`src/rtl/ring_freq_meter_if.sv`:
```
// ring_freq_meter_if: control, oscillator input and result handshake of the ring-oscillator frequency meter.
interface ring_freq_meter_if #(parameter int CNT_W = 16);
  logic enable;
  logic osc_in;
  logic start;
  logic busy;
  logic [CNT_W-1:0] count_out;
  logic overflow;
  logic valid;
  logic ready;
  modport master (output enable, osc_in, start, ready, input busy, count_out, overflow, valid);
  modport slave (input enable, osc_in, start, ready, output busy, count_out, overflow, valid);
endinterface

```
`src/rtl/ring_freq_meter.sv`:
```
// ring_freq_meter: gated rising-edge counter for an asynchronous ring-oscillator output.
// Define FREQ_METER_SATURATE_EN to saturate the edge counter instead of wrapping.
module ring_freq_meter #(
  parameter int GATE_CYCLES = 1000,
  parameter int CNT_W = 16,
  parameter int SYNC_STAGES = 2
) (
  input logic clk,
  input logic reset,
  ring_freq_meter_if.slave bus
);
  localparam int TW = $clog2(GATE_CYCLES);
  typedef enum logic [1:0] {IDLE, ARM, GATE, HOLD} state_t;
  state_t state, state_n;
  logic [SYNC_STAGES-1:0] sync;
  logic sync_prev, pulse, gate_end;
  logic [TW-1:0] timer;
  logic [CNT_W-1:0] cnt, cnt_n;
  logic ovf, ovf_n;
  assign pulse = sync[SYNC_STAGES-1] & ~sync_prev;
  assign gate_end = timer == TW'(GATE_CYCLES - 1);
`ifdef FREQ_METER_SATURATE_EN
  assign cnt_n = (pulse && !(&cnt)) ? cnt + 1'b1 : cnt;
`else
  assign cnt_n = pulse ? cnt + 1'b1 : cnt;
`endif
  assign ovf_n = ovf | (pulse & (&cnt));
  always_ff @(posedge clk or posedge reset)
    if (reset) state <= IDLE;
    else state <= state_n;
  always_comb begin
    state_n = !bus.enable ? IDLE :
              state == IDLE ? (bus.start ? ARM : IDLE) :
              state == ARM ? GATE :
              state == GATE ? (gate_end ? HOLD : GATE) :
              bus.ready ? IDLE : HOLD;
  end
  always_comb begin
    bus.busy = state == ARM || state == GATE;
    bus.valid = state == HOLD;
  end
  // sync_prev tracks sync_last every cycle, so the first gate cycle only sees genuine edges
  always_ff @(posedge clk or posedge reset)
    if (reset) begin
      sync <= '0;
      sync_prev <= 1'b0;
      timer <= '0;
      cnt <= '0;
      ovf <= 1'b0;
      bus.count_out <= '0;
      bus.overflow <= 1'b0;
    end else begin
      sync <= {sync[SYNC_STAGES-2:0], bus.osc_in};
      sync_prev <= sync[SYNC_STAGES-1];
      if (state == ARM) begin
        cnt <= '0;
        ovf <= 1'b0;
        timer <= '0;
      end else if (state == GATE) begin
        cnt <= cnt_n;
        ovf <= ovf_n;
        timer <= timer + 1'b1;
      end
      if (state == GATE && state_n == HOLD) begin
        bus.count_out <= cnt_n;
        bus.overflow <= ovf_n;
      end
    end
endmodule

```
`src/flat_wrapper.sv`:
```
// flat-port wrapper written by rule: the top's interface ports become plain ports
module ring_freq_meter_flat 
#(
  parameter int GATE_CYCLES = 1000,
  parameter int CNT_W = 16,
  parameter int SYNC_STAGES = 2
)
  (clk, reset, bus_enable, bus_osc_in, bus_start, bus_ready, bus_busy, bus_count_out, bus_overflow, bus_valid);
  ring_freq_meter_if #(.CNT_W(CNT_W)) bus_i ();
  input logic clk;
  input logic reset;
  input wire logic [$bits(bus_i.enable)-1:0] bus_enable;
  input wire logic [$bits(bus_i.osc_in)-1:0] bus_osc_in;
  input wire logic [$bits(bus_i.start)-1:0] bus_start;
  input wire logic [$bits(bus_i.ready)-1:0] bus_ready;
  output wire logic [$bits(bus_i.busy)-1:0] bus_busy;
  output wire logic [$bits(bus_i.count_out)-1:0] bus_count_out;
  output wire logic [$bits(bus_i.overflow)-1:0] bus_overflow;
  output wire logic [$bits(bus_i.valid)-1:0] bus_valid;
  assign bus_i.enable = bus_enable;
  assign bus_i.osc_in = bus_osc_in;
  assign bus_i.start = bus_start;
  assign bus_i.ready = bus_ready;
  assign bus_busy = bus_i.busy;
  assign bus_count_out = bus_i.count_out;
  assign bus_overflow = bus_i.overflow;
  assign bus_valid = bus_i.valid;
  ring_freq_meter #(.GATE_CYCLES(GATE_CYCLES), .CNT_W(CNT_W), .SYNC_STAGES(SYNC_STAGES)) u_core (.clk(clk), .reset(reset), .bus(bus_i));
endmodule
```
`config.mk`:
```
export PLATFORM = sky130hd
export DESIGN_NAME = ring_freq_meter_flat
export DESIGN_NICKNAME = d
export VERILOG_FILES = /design/src/rtl/ring_freq_meter_if.sv /design/src/rtl/ring_freq_meter.sv /design/src/flat_wrapper.sv
export SDC_FILE = /design/constraint.sdc
export NUM_CORES = 1
export LEC_CHECK = 0
export CAP_MARGIN = 20
export CORE_ASPECT_RATIO = 1.5
export CORE_MARGIN = 1
export CORE_UTILIZATION = 57
export CTS_CLUSTER_DIAMETER = 150
export DETAILED_ROUTE_END_ITERATION = 8
export GPL_TIMING_DRIVEN = 0
export PLACE_DENSITY_LB_ADDON = 0.05
export SLEW_MARGIN = 20
export SYNTH_ARGS = -nofsm -noshare
export SYNTH_HDL_FRONTEND = slang
export SYNTH_SLANG_ARGS = --single-unit
```
`constraint.sdc`:
```
create_clock -name clk -period 2.8 [get_ports clk]
set_clock_uncertainty 0.05 [all_clocks]
set_input_delay 0.7 -clock clk [delete_from_list [all_inputs] [get_ports clk]]
set_output_delay 0.7 -clock clk [all_outputs]
set_load 0.01 [all_outputs]
```
==> results of run 1 <==
[cells in the mapped netlist (all sizes together) (2+ instances only)]
library cell	count
dfrtp	49
o21ai	20
nor2	18
nand2	15
mux2	14
clkbuf	11
inv	9
xnor2	9
a21oi	8
nor3	8
a22o	7
nand3	7
xor2	7
ha	6
mux2i	6
nand4	6
nor4	6
and3	5
a21o	4
a2bb2oi	3
nor2b	3
o31ai	3
or4	3
a31oi	2
a32o	2
buf	2
o22ai	2
[worst max-delay path: cells and delay by family, from the launching register on]
family / cells / cell delay (ns)
DFF: 1 / 0.43
adders and majority gates: 1 / 0.23
muxes: 1 / 0.31
AOI/OAI and AO/OA: 1 / 0.25
and+or+nand+nor: 2 / 0.94
buffers and inverters: 2 / 0.29
[registers in the layout, summed over array words and instances (netlist names)]
name	flops
u_core.sync	2
u_core.bus.count_out	16
u_core.state	2
u_core.cnt	16
u_core.ovf	1
u_core.bus.overflow	1
u_core.timer	10
u_core.sync_prev	1
[logic make-up after synthesis]
| family | count (synthesis) | synth area share, % |
|---|---|---|
| fa+ha+maj | 6 | 2.905 |
| simple gates | 82 | 17.05 |
| xor+xnor | 16 | 5.424 |
| flops | 49 | 47.46 |
| mux | 20 | 9.298 |
| buf+inv | 22 | 3.632 |
| compound gates | 55 | 14.24 |
[placed cells by master, fill, tap and decap left out, drive strengths merged, types with 2 or more instances in the layout]
master,netlist,final
a31oi,2,2
clkdlybuf4s50,0,24
xor2,7,7
a22o,7,7
ha,6,6
nor3,8,8
a2bb2oi,3,3
clkbuf,11,18
xnor2,9,9
nor4,6,6
or4,3,3
a32o,2,2
inv,9,9
nand3,7,7
o22ai,2,2
o31ai,3,3
dfrtp,49,49
o21ai,20,20
buf,2,7
and3,5,5
mux2i,6,6
a21o,4,4
nand2,15,15
nor2b,3,3
mux2,14,14
nor2,18,18
a21oi,8,8
nand4,6,6
[repair_timing]
item,4_1_cts,5_1_grt
gates resized for setup,0,0
endpoints found under the hold margin,0,0
endpoints found under the setup margin,0,6
buffers inserted,0,4
[stage by stage]
step,power (W),TNS (ns)
6_report,0.001805,0
5_1_grt,0.001902,0
4_1_cts,0.001819,0
3_5_place_dp,0.001293,-0.2522
3_3_place_gp,0.001280,-4.050
2_1_floorplan,0.001120,0
[cell type report]
cell class                      count  area share, %
Multi-Input combinational cell    179          41.46
Sequential cell                    49          40.23
Timing Repair Buffer               29          9.524
Clock buffer                        7          2.833
Buffer                             13          1.970
Tap cell                           46          1.888
Inverter                            9          1.108
Clock inverter                      1         0.9852
[routing by layer]
layer  up-vias  part of all wire, %  wire, um
li1        978                    -         -
met1       974                   43      2332
met2        38                   53      2864
met3        11                  2.0       106
met4         0                  2.2       121
met5         -                    0         0
[path summary, 6_finish.rpt]
kind | to | slack [ns] | cells after the start
min | u_core.sync[1]$_DFF_PP0_ | 0.32 | 0
max reg2reg | u_core.bus.count_out[1]$_DFFE_PP0P_ | 0.17 | 7
max in group asynchronous | u_core.bus.count_out[15]$_DFFE_PP0P_ | 1.52 | 3
max | u_core.bus.count_out[1]$_DFFE_PP0P_ | 0.17 | 7
min reg2reg | u_core.sync[1]$_DFF_PP0_ | 0.32 | 0
min in group asynchronous | u_core.bus.count_out[9]$_DFFE_PP0P_ | 0.66 | 2
[report_power, final]
| group | leakage, nW | total [W] | internal (W) | switching (W) |
|---|---|---|---|---|
| combinational | 0.626 | 0.000410 | 0.000198 | 0.000212 |
| clock | 0.0585 | 0.000527 | 0.000291 | 0.000236 |
| sequential | 0.660 | 0.000867 | 0.000792 | 0.0000753 |
==> flow_results.xml, run 1 <==
<?xml version="1.0" encoding="UTF-8"?>
<metrics>
  <group name="run_status">
    <metric name="run_status" unit="">completed</metric>
  </group>
  <group name="sta">
    <metric name="setup_slack_of_the_critical_path_after_layout" unit="ns">0.1722</metric>
    <metric name="timing_max_transition_violations_final" unit="">0</metric>
    <metric name="fin_hold_ws" unit="ns">0.3177</metric>
    <metric name="slew_headroom" unit="%">55.37</metric>
    <metric name="period_share" unit="%">93.85</metric>
    <metric name="maximum_operating_frequency" unit="GHz">0.3805</metric>
    <metric name="rsz_0062_raised_after_global_routing" unit="">false</metric>
    <metric name="hold_viol" unit="">0</metric>
    <metric name="post-route-min-period" unit="ns">2.628</metric>
    <metric name="timing.final.setup_violations" unit="">0</metric>
    <metric name="max_slew.worst_pin.slew" unit="ns">0.6643</metric>
  </group>
  <group name="synth">
    <metric name="synthesis.area" unit="um^2">2584</metric>
    <metric name="netlist_instances" unit="">250</metric>
    <metric name="yosysUniqueCellTypes" unit="">46</metric>
    <metric name="synth_sequential_area_ratio" unit="%">47.46</metric>
    <metric name="yosysWarningCount" unit="">0</metric>
    <metric name="synth_enable_flop_cells" unit="">0</metric>
    <metric name="synth_area_per_cell" unit="um^2">10.33</metric>
    <metric name="post_synthesis_net_count" unit="">262</metric>
    <metric name="postSynth.asyncResetShare" unit="%">100.0</metric>
    <metric name="synth.area.top_cells" unit="">sky130_fd_sc_hd__dfrtp_1 (47%), sky130_fd_sc_hd__o21ai_0 (3.9%), sky130_fd_sc_hd__mux2_2 (3.5%), sky130_fd_sc_hd__mux2_4 (3.5%), sky130_fd_sc_hd__xnor2_1 (3.1%)</metric>
    <metric name="synth-main-ff-cell" unit="">sky130_fd_sc_hd__dfrtp_1</metric>
    <metric name="yosysTopAreaCell" unit="">sky130_fd_sc_hd__dfrtp_1</metric>
    <metric name="synth.top_cell.area_share" unit="%">47.46</metric>
    <metric name="synth-seq-cells" unit="">49</metric>
  </group>
  <group name="drt">
    <metric name="drt_wl_cell" unit="um">16.29</metric>
    <metric name="finalWirelength" unit="um">5424</metric>
    <metric name="initialDrtViolationCount" unit="">82</metric>
    <metric name="post-route-drc-count" unit="">0</metric>
    <metric name="detailedRoute.firstPassIterationCount" unit="">4</metric>
    <metric name="route.vias.total" unit="">2001</metric>
    <metric name="antenna_violating_nets_post_route" unit="">0</metric>
    <metric name="routed_via_density" unit="">6.009</metric>
  </group>
  <group name="final_layout">
    <metric name="layout.cells.non_filler" unit="">333</metric>
    <metric name="final_cell_area" unit="um^2">3048</metric>
    <metric name="synthToLayoutAreaGrowth" unit="%">17.97</metric>
    <metric name="layout.core_utilization" unit="%">71.19</metric>
    <metric name="share_of_cells_above_drive_strength_1" unit="%">10.45</metric>
    <metric name="register_area" unit="um^2">1226</metric>
    <metric name="antennaDiodeCount" unit="">0</metric>
    <metric name="nFillCells" unit="">344</metric>
    <metric name="fin_nets" unit="">298</metric>
    <metric name="multi_input_comb_area" unit="um^2">1264</metric>
  </group>
  <group name="clock_network">
    <metric name="cts_num_sinks" unit="">49</metric>
    <metric name="cts_max_level" unit="">2</metric>
    <metric name="cts_tree" unit="">done</metric>
    <metric name="cts_buffers" unit="">5</metric>
    <metric name="cts.reportedPaths.clkPinSlew" unit="ns">0.08</metric>
    <metric name="clk_path_buf_depth" unit="">2</metric>
    <metric name="cts_hold_buf" unit="">0</metric>
    <metric name="clkLatencyLatePin" unit="ns">0.31</metric>
    <metric name="ctsRootBufferMaster" unit="">sky130_fd_sc_hd__clkbuf_8</metric>
  </group>
  <group name="placed_design">
    <metric name="gpl.final_weighted_congestion" unit="">0.8396</metric>
    <metric name="place_ws" unit="ns">-0.04846</metric>
    <metric name="io_buffers" unit="">24</metric>
    <metric name="place.detailed.instances" unit="">321</metric>
    <metric name="hpwlAfterDp" unit="um">3779</metric>
    <metric name="dpl-instance-area" unit="um^2">2902</metric>
  </group>
  <group name="grt">
    <metric name="first_global_vias" unit="">2036</metric>
    <metric name="groute.layer.met3.usage" unit="%">3.236</metric>
    <metric name="gr-usage-met2" unit="%">43.21</metric>
    <metric name="grt_first_pass_wirelength" unit="um">9356</metric>
    <metric name="global_route.overflow_total" unit="">0</metric>
    <metric name="grt.met1_usage" unit="%">30.93</metric>
    <metric name="gr-usage-all-layers" unit="%">25.12</metric>
    <metric name="top_usage_layer" unit="">met2</metric>
    <metric name="antenna_found_initial" unit="">0</metric>
    <metric name="grt_start_max_net_pins" unit="">30</metric>
  </group>
  <group name="critical_path">
    <metric name="cp_slowest_cell" unit="">sky130_fd_sc_hd__or4_4</metric>
    <metric name="required" unit="ns">2.94</metric>
    <metric name="crit_type" unit="">register to register</metric>
    <metric name="reg2reg_from" unit="">u_core.state[1]$_DFF_PP0_</metric>
    <metric name="worst_setup_path_startpoint" unit="">u_core.state[1]$_DFF_PP0_</metric>
    <metric name="path_max_fanout" unit="">10</metric>
    <metric name="cp.arrival" unit="ns">2.77</metric>
    <metric name="worst_setup_path_start_kind" unit="">register</metric>
    <metric name="max_stage_delay" unit="ns">0.56</metric>
    <metric name="worst_setup_end_kind" unit="">register</metric>
    <metric name="cell_by_cell_listing_of_the_critical_path" unit="">inv_1 &gt; ha_1 &gt; or3b_1 &gt; or4_4 &gt; a21oi_4 &gt; buf_8 &gt; mux2_4</metric>
  </group>
  <group name="floorplanning">
    <metric name="die_area" unit="um^2">4811</metric>
    <metric name="chipHeight" unit="um">84.46</metric>
    <metric name="floorplan.initialDensity" unit="%">60.34</metric>
    <metric name="chipWidth" unit="um">56.97</metric>
    <metric name="row_count" unit="">29</metric>
    <metric name="core_region_area" unit="um^2">4282</metric>
    <metric name="floorplan.io_pins" unit="">25</metric>
  </group>
  <group name="power_and_ir_drop">
    <metric name="power.leakage" unit="nW">1.345</metric>
    <metric name="ir_worst_vdd" unit="uV">508.0</metric>
    <metric name="power-per-cell-area" unit="nW/um^2">592.1</metric>
  </group>
  <group name="worst_hold_path">
    <metric name="path_type_of_the_worst_min_delay_path" unit="">register to register</metric>
    <metric name="worst_hold_startpoint" unit="">u_core.sync[0]$_DFF_PP0_</metric>
  </group>
  <group name="run">
    <metric name="number_of_maximum_capacitance_constraint_violations" unit="">0</metric>
  </group>
</metrics>
Note: power is estimated with default switching activity, not from simulation.
==> run 2, diff against run 1 <==
--- a/config.mk
+++ b/config.mk
@@ -5,7 +5,7 @@
 export SDC_FILE = /design/constraint.sdc
 export NUM_CORES = 1
 export LEC_CHECK = 0
-export CAP_MARGIN = 20
+export CAP_MARGIN = 40
 export CORE_ASPECT_RATIO = 1.5
 export CORE_MARGIN = 1
 export CORE_UTILIZATION = 57
==> flow_results.xml, run 2 (same netlist as run 1, synthesis figures left out) <==
<?xml version="1.0" encoding="UTF-8"?>
<metrics>
  <group name="floorplanning">
    <metric name="core_region_area" unit="um^2">4282</metric>
    <metric name="floorplan.io_pins" unit="">25</metric>
    <metric name="die_area" unit="um^2">4811</metric>
    <metric name="row_count" unit="">29</metric>
    <metric name="floorplan.initialDensity" unit="%">60.34</metric>
    <metric name="chipWidth" unit="um">56.97</metric>
    <metric name="chipHeight" unit="um">84.46</metric>
  </group>
  <group name="final_layout">
    <metric name="antennaDiodeCount" unit="">0</metric>
    <metric name="nFillCells" unit="">344</metric>
    <metric name="biggestRegsByFlops" unit="">u_core.bus.count_out: 16 flops, u_core.cnt: 16 flops, u_core.timer: 10 flops</metric>
    <metric name="share_of_cells_above_drive_strength_1" unit="%">10.45</metric>
    <metric name="mostFrequentLayoutCells" unit="">sky130_fd_sc_hd__dfrtp_1 (49), sky130_fd_sc_hd__clkdlybuf4s50_1 (24), sky130_fd_sc_hd__o21ai_0 (20), sky130_fd_sc_hd__nor2_1 (18), sky130_fd_sc_hd__nand2_1 (15)</metric>
    <metric name="layout.cells.most_common" unit="">sky130_fd_sc_hd__dfrtp_1</metric>
    <metric name="synthToLayoutAreaGrowth" unit="%">17.97</metric>
    <metric name="layout.cells.non_filler" unit="">333</metric>
    <metric name="fin_nets" unit="">298</metric>
  </group>
  <group name="critical_path">
    <metric name="path_max_fanout" unit="">10</metric>
    <metric name="worst_setup_path_start_kind" unit="">register</metric>
    <metric name="required" unit="ns">2.94</metric>
    <metric name="crit_type" unit="">register to register</metric>
    <metric name="critical_path_buf_inv_count" unit="">2</metric>
    <metric name="cp_slowest_cell" unit="">sky130_fd_sc_hd__or4_4</metric>
    <metric name="reg2reg_from" unit="">u_core.state[1]$_DFF_PP0_</metric>
    <metric name="worst_setup_end_kind" unit="">register</metric>
    <metric name="worst_setup_path_startpoint" unit="">u_core.state[1]$_DFF_PP0_</metric>
    <metric name="cell_by_cell_listing_of_the_critical_path" unit="">inv_1 &gt; ha_1 &gt; or3b_1 &gt; or4_4 &gt; a21oi_4 &gt; buf_8 &gt; mux2_4</metric>
    <metric name="max_stage_delay" unit="ns">0.56</metric>
    <metric name="critical_path.top_delay_family" unit="">simple AND/OR/NAND/NOR gates</metric>
    <metric name="cp.arrival" unit="ns">2.77</metric>
  </group>
  <group name="drt">
    <metric name="detailedRoute.firstPassIterationCount" unit="">4</metric>
    <metric name="routed_via_density" unit="">6.009</metric>
    <metric name="route.vias.total" unit="">2001</metric>
    <metric name="antenna_violating_nets_post_route" unit="">0</metric>
    <metric name="initialDrtViolationCount" unit="">82</metric>
    <metric name="finalWirelength" unit="um">5424</metric>
    <metric name="post-route-drc-count" unit="">0</metric>
    <metric name="drt_wl_cell" unit="um">16.29</metric>
  </group>
  <group name="placed_design">
    <metric name="place_ws" unit="ns">-0.04846</metric>
    <metric name="io_buffers" unit="">24</metric>
    <metric name="hpwlAfterDp" unit="um">3779</metric>
    <metric name="gpl.final_weighted_congestion" unit="">0.8396</metric>
    <metric name="place.detailed.instances" unit="">321</metric>
  </group>
  <group name="clock_network">
    <metric name="clk_path_buf_depth" unit="">2</metric>
    <metric name="cts_max_level" unit="">2</metric>
    <metric name="ctsResizeCount" unit="">0</metric>
    <metric name="clkLatencyLatePin" unit="ns">0.31</metric>
    <metric name="cts.reportedPaths.clkPinSlew" unit="ns">0.08</metric>
    <metric name="cts_num_sinks" unit="">49</metric>
    <metric name="cts_buffers" unit="">5</metric>
    <metric name="cts_tree" unit="">done</metric>
    <metric name="ctsRootBufferMaster" unit="">sky130_fd_sc_hd__clkbuf_8</metric>
    <metric name="cts_hold_buf" unit="">0</metric>
  </group>
  <group name="sta">
    <metric name="period_share" unit="%">93.85</metric>
    <metric name="maximum_operating_frequency" unit="GHz">0.3805</metric>
    <metric name="slew_headroom" unit="%">55.37</metric>
    <metric name="post-route-min-period" unit="ns">2.628</metric>
    <metric name="hold_viol" unit="">0</metric>
    <metric name="timing_max_transition_violations_final" unit="">0</metric>
    <metric name="setup_slack_of_the_critical_path_after_layout" unit="ns">0.1722</metric>
    <metric name="timing.final.setup_violations" unit="">0</metric>
    <metric name="max_slew.worst_pin.slew" unit="ns">0.6643</metric>
    <metric name="rsz_0062_raised_after_global_routing" unit="">false</metric>
  </group>
  <group name="grt">
    <metric name="first_global_vias" unit="">2036</metric>
    <metric name="antenna_found_initial" unit="">0</metric>
    <metric name="grt_first_pass_wirelength" unit="um">9356</metric>
    <metric name="grt_start_max_net_pins" unit="">30</metric>
    <metric name="global_route.overflow_total" unit="">0</metric>
    <metric name="gr-usage-all-layers" unit="%">25.12</metric>
  </group>
  <group name="power_and_ir_drop">
    <metric name="ir_worst_vdd" unit="uV">508.0</metric>
    <metric name="power-per-cell-area" unit="nW/um^2">592.1</metric>
    <metric name="power.leakage" unit="nW">1.345</metric>
  </group>
  <group name="worst_hold_path">
    <metric name="path_type_of_the_worst_min_delay_path" unit="">register to register</metric>
    <metric name="worst_hold_startpoint" unit="">u_core.sync[0]$_DFF_PP0_</metric>
  </group>
  <group name="run">
    <metric name="number_of_maximum_capacitance_constraint_violations" unit="">0</metric>
  </group>
  <group name="run_status">
    <metric name="run_status" unit="">completed</metric>
  </group>
</metrics>
==> run 2: cell counts in the layout (fill, tap and decap cells not counted) <==
Identical to the previous run, type by type.
==> run 2: layout make-up <==
class	instances	area, um^2	share of cell area, %
multi-input cells	179	1264	41.46
flip-flops and latches	49	1226	40.23
repair buffers	29	290.3	9.524
clock buffers	7	86.33	2.833
plain buffers	13	60.06	1.970
well taps	46	57.56	1.888
inverters	9	33.78	1.108
clock inverters	1	30.03	0.9852
==> run 2: what timing repair did <==
item	in CTS	in global routing
hold endpoints to repair	0	0
setup endpoints to repair	0	6
buffers inserted	0	4
==> run 2: power breakdown <==
part           leakage (nW)  total, W  internal [W]  switching [W]
Combinational         0.626  0.000410      0.000198       0.000212
Sequential            0.660  0.000867      0.000792      0.0000753
Clock                0.0585  0.000527      0.000291       0.000236
==> run 2: worst reg2reg max path, delay by kind of cell (launching register included) <==
kind            cells  cell delay [ns]
simple gates        2             0.94
buf+inv             2             0.29
fa+ha+maj           1             0.23
mux                 1             0.32
flops               1             0.43
compound gates      1             0.25
==> run 2: worst paths after layout <==
| path | endpoint | slack (ns) | cells past startpoint |
|---|---|---|---|
| worst max-delay path | u_core.bus.count_out[1]$_DFFE_PP0P_ | 0.17 | 7 |
| worst min-delay path | u_core.sync[1]$_DFF_PP0_ | 0.32 | 0 |
| worst max register to register | u_core.bus.count_out[1]$_DFFE_PP0P_ | 0.17 | 7 |
| worst min register to register | u_core.sync[1]$_DFF_PP0_ | 0.32 | 0 |
| max in group asynchronous | u_core.bus.count_out[15]$_DFFE_PP0P_ | 1.52 | 3 |
| min in group asynchronous | u_core.bus.count_out[9]$_DFFE_PP0P_ | 0.66 | 2 |
==> run 2: stage by stage <==
step	area, um^2	hold WS (ns)	TNS, ns	total power, W	util (%)
after floorplan	2584	0.2812	0	0.001120	-
after global placement	2882	0.2910	-4.050	0.001280	67.30
after detailed placement	2902	0.2962	-0.2522	0.001293	67.77
after CTS	3018	0.3160	0	0.001819	70.49
after global routing	3048	0.3237	0	0.001902	71.19
final	3048	0.3177	0	0.001805	71.19
==> run 2: layer usage <==
layer | vias to the layer above | track usage, % | share of wire [%]
li1 | 978 | - | -
met1 | 974 | 30.93 | 43
met2 | 38 | 43.21 | 53
met3 | 11 | 3.236 | 2.0
met4 | 0 | 11.53 | 2.2
met5 | - | 0 | 0
